### src/rtl/cpu_ctrl_pkg.sv
// Shared types and default sizing for the single-step / run controller.
package cpu_ctrl_pkg;

  localparam int SAMPLE_DIV_DFLT = 4;
  localparam int RUN_DIV_DFLT    = 3;
  localparam int CNT_W_DFLT      = 16;

  typedef enum logic [1:0] {
    ST_HALT = 2'b00,
    ST_STEP = 2'b01,
    ST_RUN  = 2'b10
  } step_state_e;

  // Bits needed to hold a counter running 0..max_val (at least one bit).
  function automatic int cnt_width(input int max_val);
    return (max_val > 0) ? $clog2(max_val + 1) : 1;
  endfunction

endpackage

### src/rtl/btn_debounce.sv
// Button conditioner: 2-FF synchronizer, tick-paced two-stage sample shift,
// pressed flag with hysteresis, and a one-cycle press pulse.
module btn_debounce (
  input  logic clk,
  input  logic rst_n,
  input  logic btn_i,
  input  logic tick_i,
  output logic press_o
);

  logic sync1_q;
  logic sync2_q;
  logic s0_q;
  logic s1_q;
  logic pressed_q;
  logic pressed_d;
  logic press_q;

  // Bring the raw asynchronous button into the clk domain.
  always_ff @(posedge clk or negedge rst_n) begin
    if (!rst_n) begin
      sync1_q <= 1'b0;
      sync2_q <= 1'b0;
    end else begin
      sync1_q <= btn_i;
      sync2_q <= sync1_q;
    end
  end

  // Sample shift advances only on the shared slow tick.
  always_ff @(posedge clk or negedge rst_n) begin
    if (!rst_n) begin
      s0_q <= 1'b0;
      s1_q <= 1'b0;
    end else if (tick_i) begin
      s0_q <= sync2_q;
      s1_q <= s0_q;
    end else begin
      s0_q <= s0_q;
      s1_q <= s1_q;
    end
  end

  // Pressed flag: set on two agreeing high samples, clear on two low ones.
  always_comb begin
    pressed_d = pressed_q;
    if (s0_q && s1_q) begin
      pressed_d = 1'b1;
    end else if (!(s0_q || s1_q)) begin
      pressed_d = 1'b0;
    end else begin
      pressed_d = pressed_q;
    end
  end

  // Register the flag and emit one pulse on its rising transition.
  always_ff @(posedge clk or negedge rst_n) begin
    if (!rst_n) begin
      pressed_q <= 1'b0;
      press_q   <= 1'b0;
    end else begin
      pressed_q <= pressed_d;
      press_q   <= pressed_d & ~pressed_q;
    end
  end

  assign press_o = press_q;

endmodule

### src/rtl/cpu_step_ctrl.sv
// Processor clock-enable controller: debounced step and run/halt buttons
// drive a HALT/STEP/RUN FSM that paces cpu_en and counts issued enables.
module cpu_step_ctrl
  import cpu_ctrl_pkg::*;
#(
  parameter int SAMPLE_DIV = SAMPLE_DIV_DFLT,
  parameter int RUN_DIV    = RUN_DIV_DFLT,
  parameter int CNT_W      = CNT_W_DFLT
) (
  input  logic             clk,
  input  logic             rst_n,
  input  logic             btn_step,
  input  logic             btn_run,
  input  logic             cpu_halt,
  output logic             cpu_en,
  output logic             running,
  output logic [CNT_W-1:0] step_cnt
);

  localparam int TW = cnt_width(SAMPLE_DIV);
  localparam int RW = cnt_width(RUN_DIV);
  localparam logic [TW-1:0] TICK_MAX = TW'(SAMPLE_DIV);
  localparam logic [RW-1:0] RUN_MAX  = RW'(RUN_DIV);

  logic [TW-1:0]    tick_cnt_q;
  logic [TW-1:0]    tick_cnt_d;
  logic             tick_s;
  logic             step_press_s;
  logic             run_press_s;
  step_state_e      state_q;
  step_state_e      state_d;
  logic [RW-1:0]    run_cnt_q;
  logic [RW-1:0]    run_cnt_d;
  logic             cpu_en_s;
  logic [CNT_W-1:0] step_cnt_q;

  assign tick_s = (tick_cnt_q == TICK_MAX);

  // Free-running sample divider: wraps to zero after the tick cycle.
  always_comb begin
    tick_cnt_d = tick_cnt_q;
    if (tick_s) begin
      tick_cnt_d = {TW{1'b0}};
    end else begin
      tick_cnt_d = tick_cnt_q + TW'(1);
    end
  end

  // Sample divider register.
  always_ff @(posedge clk or negedge rst_n) begin
    if (!rst_n) begin
      tick_cnt_q <= {TW{1'b0}};
    end else begin
      tick_cnt_q <= tick_cnt_d;
    end
  end

  btn_debounce u_step_db (
    .clk     (clk),
    .rst_n   (rst_n),
    .btn_i   (btn_step),
    .tick_i  (tick_s),
    .press_o (step_press_s)
  );

  btn_debounce u_run_db (
    .clk     (clk),
    .rst_n   (rst_n),
    .btn_i   (btn_run),
    .tick_i  (tick_s),
    .press_o (run_press_s)
  );

  // FSM next state, run pacing and cpu_en decode from registered state.
  always_comb begin
    state_d   = state_q;
    run_cnt_d = run_cnt_q;
    cpu_en_s  = 1'b0;
    case (state_q)
      ST_HALT: begin
        // Hold the pacing counter at zero so RUN always starts a full period.
        run_cnt_d = {RW{1'b0}};
        if (!cpu_halt && run_press_s) begin
          state_d = ST_RUN;
        end else if (!cpu_halt && step_press_s) begin
          state_d = ST_STEP;
        end else begin
          state_d = ST_HALT;
        end
      end
      ST_STEP: begin
        cpu_en_s = 1'b1;
        state_d  = ST_HALT;
      end
      ST_RUN: begin
        if (run_press_s || cpu_halt) begin
          // Stopping wins over a due pulse in the same cycle.
          state_d   = ST_HALT;
          run_cnt_d = {RW{1'b0}};
        end else if (run_cnt_q == RUN_MAX) begin
          cpu_en_s  = 1'b1;
          run_cnt_d = {RW{1'b0}};
        end else begin
          run_cnt_d = run_cnt_q + RW'(1);
        end
      end
      default: begin
        state_d   = ST_HALT;
        run_cnt_d = {RW{1'b0}};
      end
    endcase
  end

  // FSM state and run pacing registers.
  always_ff @(posedge clk or negedge rst_n) begin
    if (!rst_n) begin
      state_q   <= ST_HALT;
      run_cnt_q <= {RW{1'b0}};
    end else begin
      state_q   <= state_d;
      run_cnt_q <= run_cnt_d;
    end
  end

  // Count every issued enable, wrapping naturally at the counter width.
  always_ff @(posedge clk or negedge rst_n) begin
    if (!rst_n) begin
      step_cnt_q <= {CNT_W{1'b0}};
    end else if (cpu_en_s) begin
      step_cnt_q <= step_cnt_q + CNT_W'(1);
    end else begin
      step_cnt_q <= step_cnt_q;
    end
  end

  assign cpu_en   = cpu_en_s;
  assign running  = (state_q == ST_RUN);
  assign step_cnt = step_cnt_q;

endmodule

### config.mk
export PLATFORM = sky130hd
export DESIGN_NAME = cpu_step_ctrl
export DESIGN_NICKNAME = d
export VERILOG_FILES = /design/src/rtl/cpu_ctrl_pkg.sv /design/src/rtl/btn_debounce.sv /design/src/rtl/cpu_step_ctrl.sv
export SDC_FILE = /design/constraint.sdc
export NUM_CORES = 1
export LEC_CHECK = 0
export BUFFER_PORTS_ARGS = -buffer_cell sky130_fd_sc_hd__buf_2
export CORE_MARGIN = 2
export CORE_UTILIZATION = 40
export CTS_CLUSTER_SIZE = 10
export DETAILED_ROUTE_END_ITERATION = 8
export PLACE_DENSITY = 0.62
export SLEW_MARGIN = 15
export SYNTH_ARGS = -nofsm -noshare
export SYNTH_HDL_FRONTEND = slang
export SYNTH_SLANG_ARGS = --single-unit
export TNS_END_PERCENT = 5
### constraint.sdc
create_clock -name clk -period 2.31 [get_ports clk]
set_input_delay 0.1155 -clock clk [delete_from_list [all_inputs] [get_ports clk]]
set_output_delay 0.1155 -clock clk [all_outputs]
set_load 0.01 [all_outputs]
==> impl_metrics.yaml <==
floorplanning:
  die_h_um: 64.6
  core_area_sq_mm: 0.00361
  ioPinCount: 23
  start_util: 0.407
  die-area_sq_mm: 0.00417
  rows: 22
  die-width_um: 64.6
sta:
  drv_slew: 0
  skew_ps: 2.86
  fmax_mhz: 501
  worst_slack_ps: 315
  setup_viol: 0
  max_slew_margin: 0.492
  rsz0062_at_grt: "no"
  fin_tns_setup_ps: 0
  worst-slew-pin-transition_ps: 762
  final.period_utilization: 0.864
  period_minus_slack_ps: 1990
  hold_viol_final: 0
min_path:
  hold_start: "cpu_halt"
  hold_path_depth: 2
  hold_class: "in2reg"
  hold_end: "state_q[1]"
synthesis:
  ys_warn_count: 0
  ys_seq_area_frac: 0.597
  synthCells: 124
  yosys.cell_types.count: 23
  ys_ff_latch: 35
  synth_area_per_cell_sq_um: 11.8
  synth_nets: 136
  syn-cell-area_sq_mm: 0.00147
place:
  io_buffers: 22
  hpwlAfterDp_um: 1720
  place_area_sq_mm: 0.00165
  globalplace.congestion: 0.793
  post-place-ws_ps: 319
cts:
  root_buffer: "clkbuf_8"
  ctsHoldBuffers: 3
  cts_tree: "done"
  clockBufferDepth: 2
  cts_buffers: 5
  clock-sinks: 35
  htreeDepth: 2
  post_cts_buffers: 0
  clk_latency_ps: 280
  clk_pin_slew_ps: 70
  cts_resized: 0
grt:
  grt.overflow.total: 0
  grt_first_pass_wirelength_um: 4490
  grt_pass1_vias: 993
  grt_max_degree: 36
  grt_usage: 0.145
  antenna_found_initial: 0
critical_path:
  cpPeakStageDelay_ps: 540
  crit_slowest_cell: "a2111o_1"
  reg2reg_depth: 6
  cp_top_family: "compound AO/OA/AOI/OAI gates"
  crit_type: "reg2reg"
  crit_path_max_fanout: 7
  path_buf_inv: 1
  arrival_ps: 2200
  r2r-start: "state_q[0]"
  required_ps: 2520
  crit_chain: "inv_1, ha_1, nand4bb_1, a2111o_1, nor4_2, xor2_1"
  r2r_slack_ps: 320
  cp-end-kind: "flip-flop"
  r2r-end: "step_cnt[15]"
  start_kind: "flip-flop"
power_and_ir_drop:
  intPower_w: 0.000934
  peakVddDrop_uv: 398
  p_leak_nw: 0.807
  power_frac_comb: 0.052
  p_sw_w: 0.000254
  cellPowerDensity_mw_per_mm2: 669
  pwr-share-clk: 0.401
  p_seq_frac: 0.547
  swShare: 0.214
route:
  drt-total-wl_um: 2470
  drt_pre_antenna_iters: 4
  avgViaCountPerCell: 4.75
  drt_iter0_drc: 41
  drc_errors: 0
  ant_nets: 0
  vias: 979
  wl_per_cell_um: 12.0
final_layout:
  drive_gt1_frac: 0.228
  final_nets: 169
  syn_to_final_growth_pct: 21.0
  mostFrequentLayoutCell: "dfrtp_1"
  utilization: 0.492
  layout_common_cells: "35 x dfrtp_1, 22 x buf_2, 14 x nand2_1"
  antenna_cells: 0
  fillCellCount: 338
  final_area_sq_mm: 0.00178
outcome:
  outcome: "finished clean"
flow_run:
  drv_cap: 0
-- worst max-delay path by stage --
| stage | start | to | slack [ps] | cells past startpoint |
|---|---|---|---|---|
| floorplan | state_q[0] | step_cnt[15] | 430 | 6 |
| global placement | state_q[0] | step_cnt[15] | 410 | 6 |
| detailed placement | state_q[0] | step_cnt[15] | 320 | 6 |
| CTS | state_q[0] | step_cnt[15] | 320 | 6 |
| global route | state_q[0] | step_cnt[15] | 170 | 6 |
| finish | state_q[0] | step_cnt[15] | 320 | 6 |
-- worst register-to-register path, stage by stage (launching register included) --
cell and delay, ps:
dfrtp_1 400, inv_1 90, ha_1 280, nand4bb_1 180
a2111o_1 540, nor4_2 270, xor2_1 160
-- logic make-up (layout without fill, tap and decap cells) --
group | count (synthesis) | count (layout) | share of synthesized area
multiplexers | 5 | 5 | 0.0375
AND/OR/NAND/NOR | 44 | 44 | 0.142
AO/OA/AOI/OAI | 8 | 8 | 0.0401
flip-flops | 35 | 35 | 0.597
adder cells (fa/ha/maj) | 9 | 9 | 0.0733
buffers and inverters | 8 | 42 | 0.0205
XOR/XNOR | 15 | 15 | 0.0895
-- state kept, by name, summed over array words and instances, names as in the netlist, 2 cells and up --
signal      count
step_cnt       16
run_cnt_q       2
tick_cnt_q      3
state_q         2
-- power by group through the flow --
stage                     registers [W]  clock network (W)  logic [W]
after floorplan                0.000663                  0  0.0000266
after global placement         0.000661                  0  0.0000561
after detailed placement       0.000663                  0  0.0000596
after CTS                      0.000651           0.000495  0.0000638
after global routing           0.000653           0.000526  0.0000704
final                          0.000650           0.000476  0.0000619
-- Yosys cell counts, drive strengths merged --
cell	instances	area (sq um)
xnor2	9	78.8
mux2	4	45.0
nor3	3	15.0
nand4bb	1	11.3
nand4	3	18.8
a21oi	3	15.0
nand2b	1	6.26
o21ai	1	5.00
a21bo	1	10.0
a2111o	1	11.3
nand3	7	35.0
nor2	13	48.8
inv	8	30.0
a32o	1	10.0
dfrtp	35	876
ha	7	87.6
and4	1	8.76
nor4	1	12.5
nand2	14	52.6
a211oi	1	7.51
mux2i	1	10.0
maj3	2	20.0
xor2	6	52.6
-- metrics by stage --
| stage | total power [W] | hold slack, ps | instances |
|---|---|---|---|
| after floorplan | 0.000690 | -180 | 124 |
| after global placement | 0.000717 | 221 | 195 |
| after detailed placement | 0.000722 | 225 | 195 |
| after CTS | 0.00121 | 22.9 | 206 |
| after global routing | 0.00125 | 20.4 | 206 |
| final | 0.00119 | 36.7 | 206 |
-- per-layer routing --
metal	GRT usage	up-vias	share of wire
li1	-	479	-
met1	0.175	480	0.44
met2	0.219	18	0.49
met3	0.0660	2	0.051
met4	0.0718	0	0.014
met5	0	-	0
-- final cells by class --
cell class	instances	area (sq um)	area share
Clock buffer	8	100	0.0564
Inverter	8	30.0	0.0169
Multi-Input combinational cell	81	562	0.316
Sequential cell	35	876	0.493
Tap cell	48	60.1	0.0338
Timing Repair Buffer	26	148	0.0832
Power figures use the tool's default switching activity.
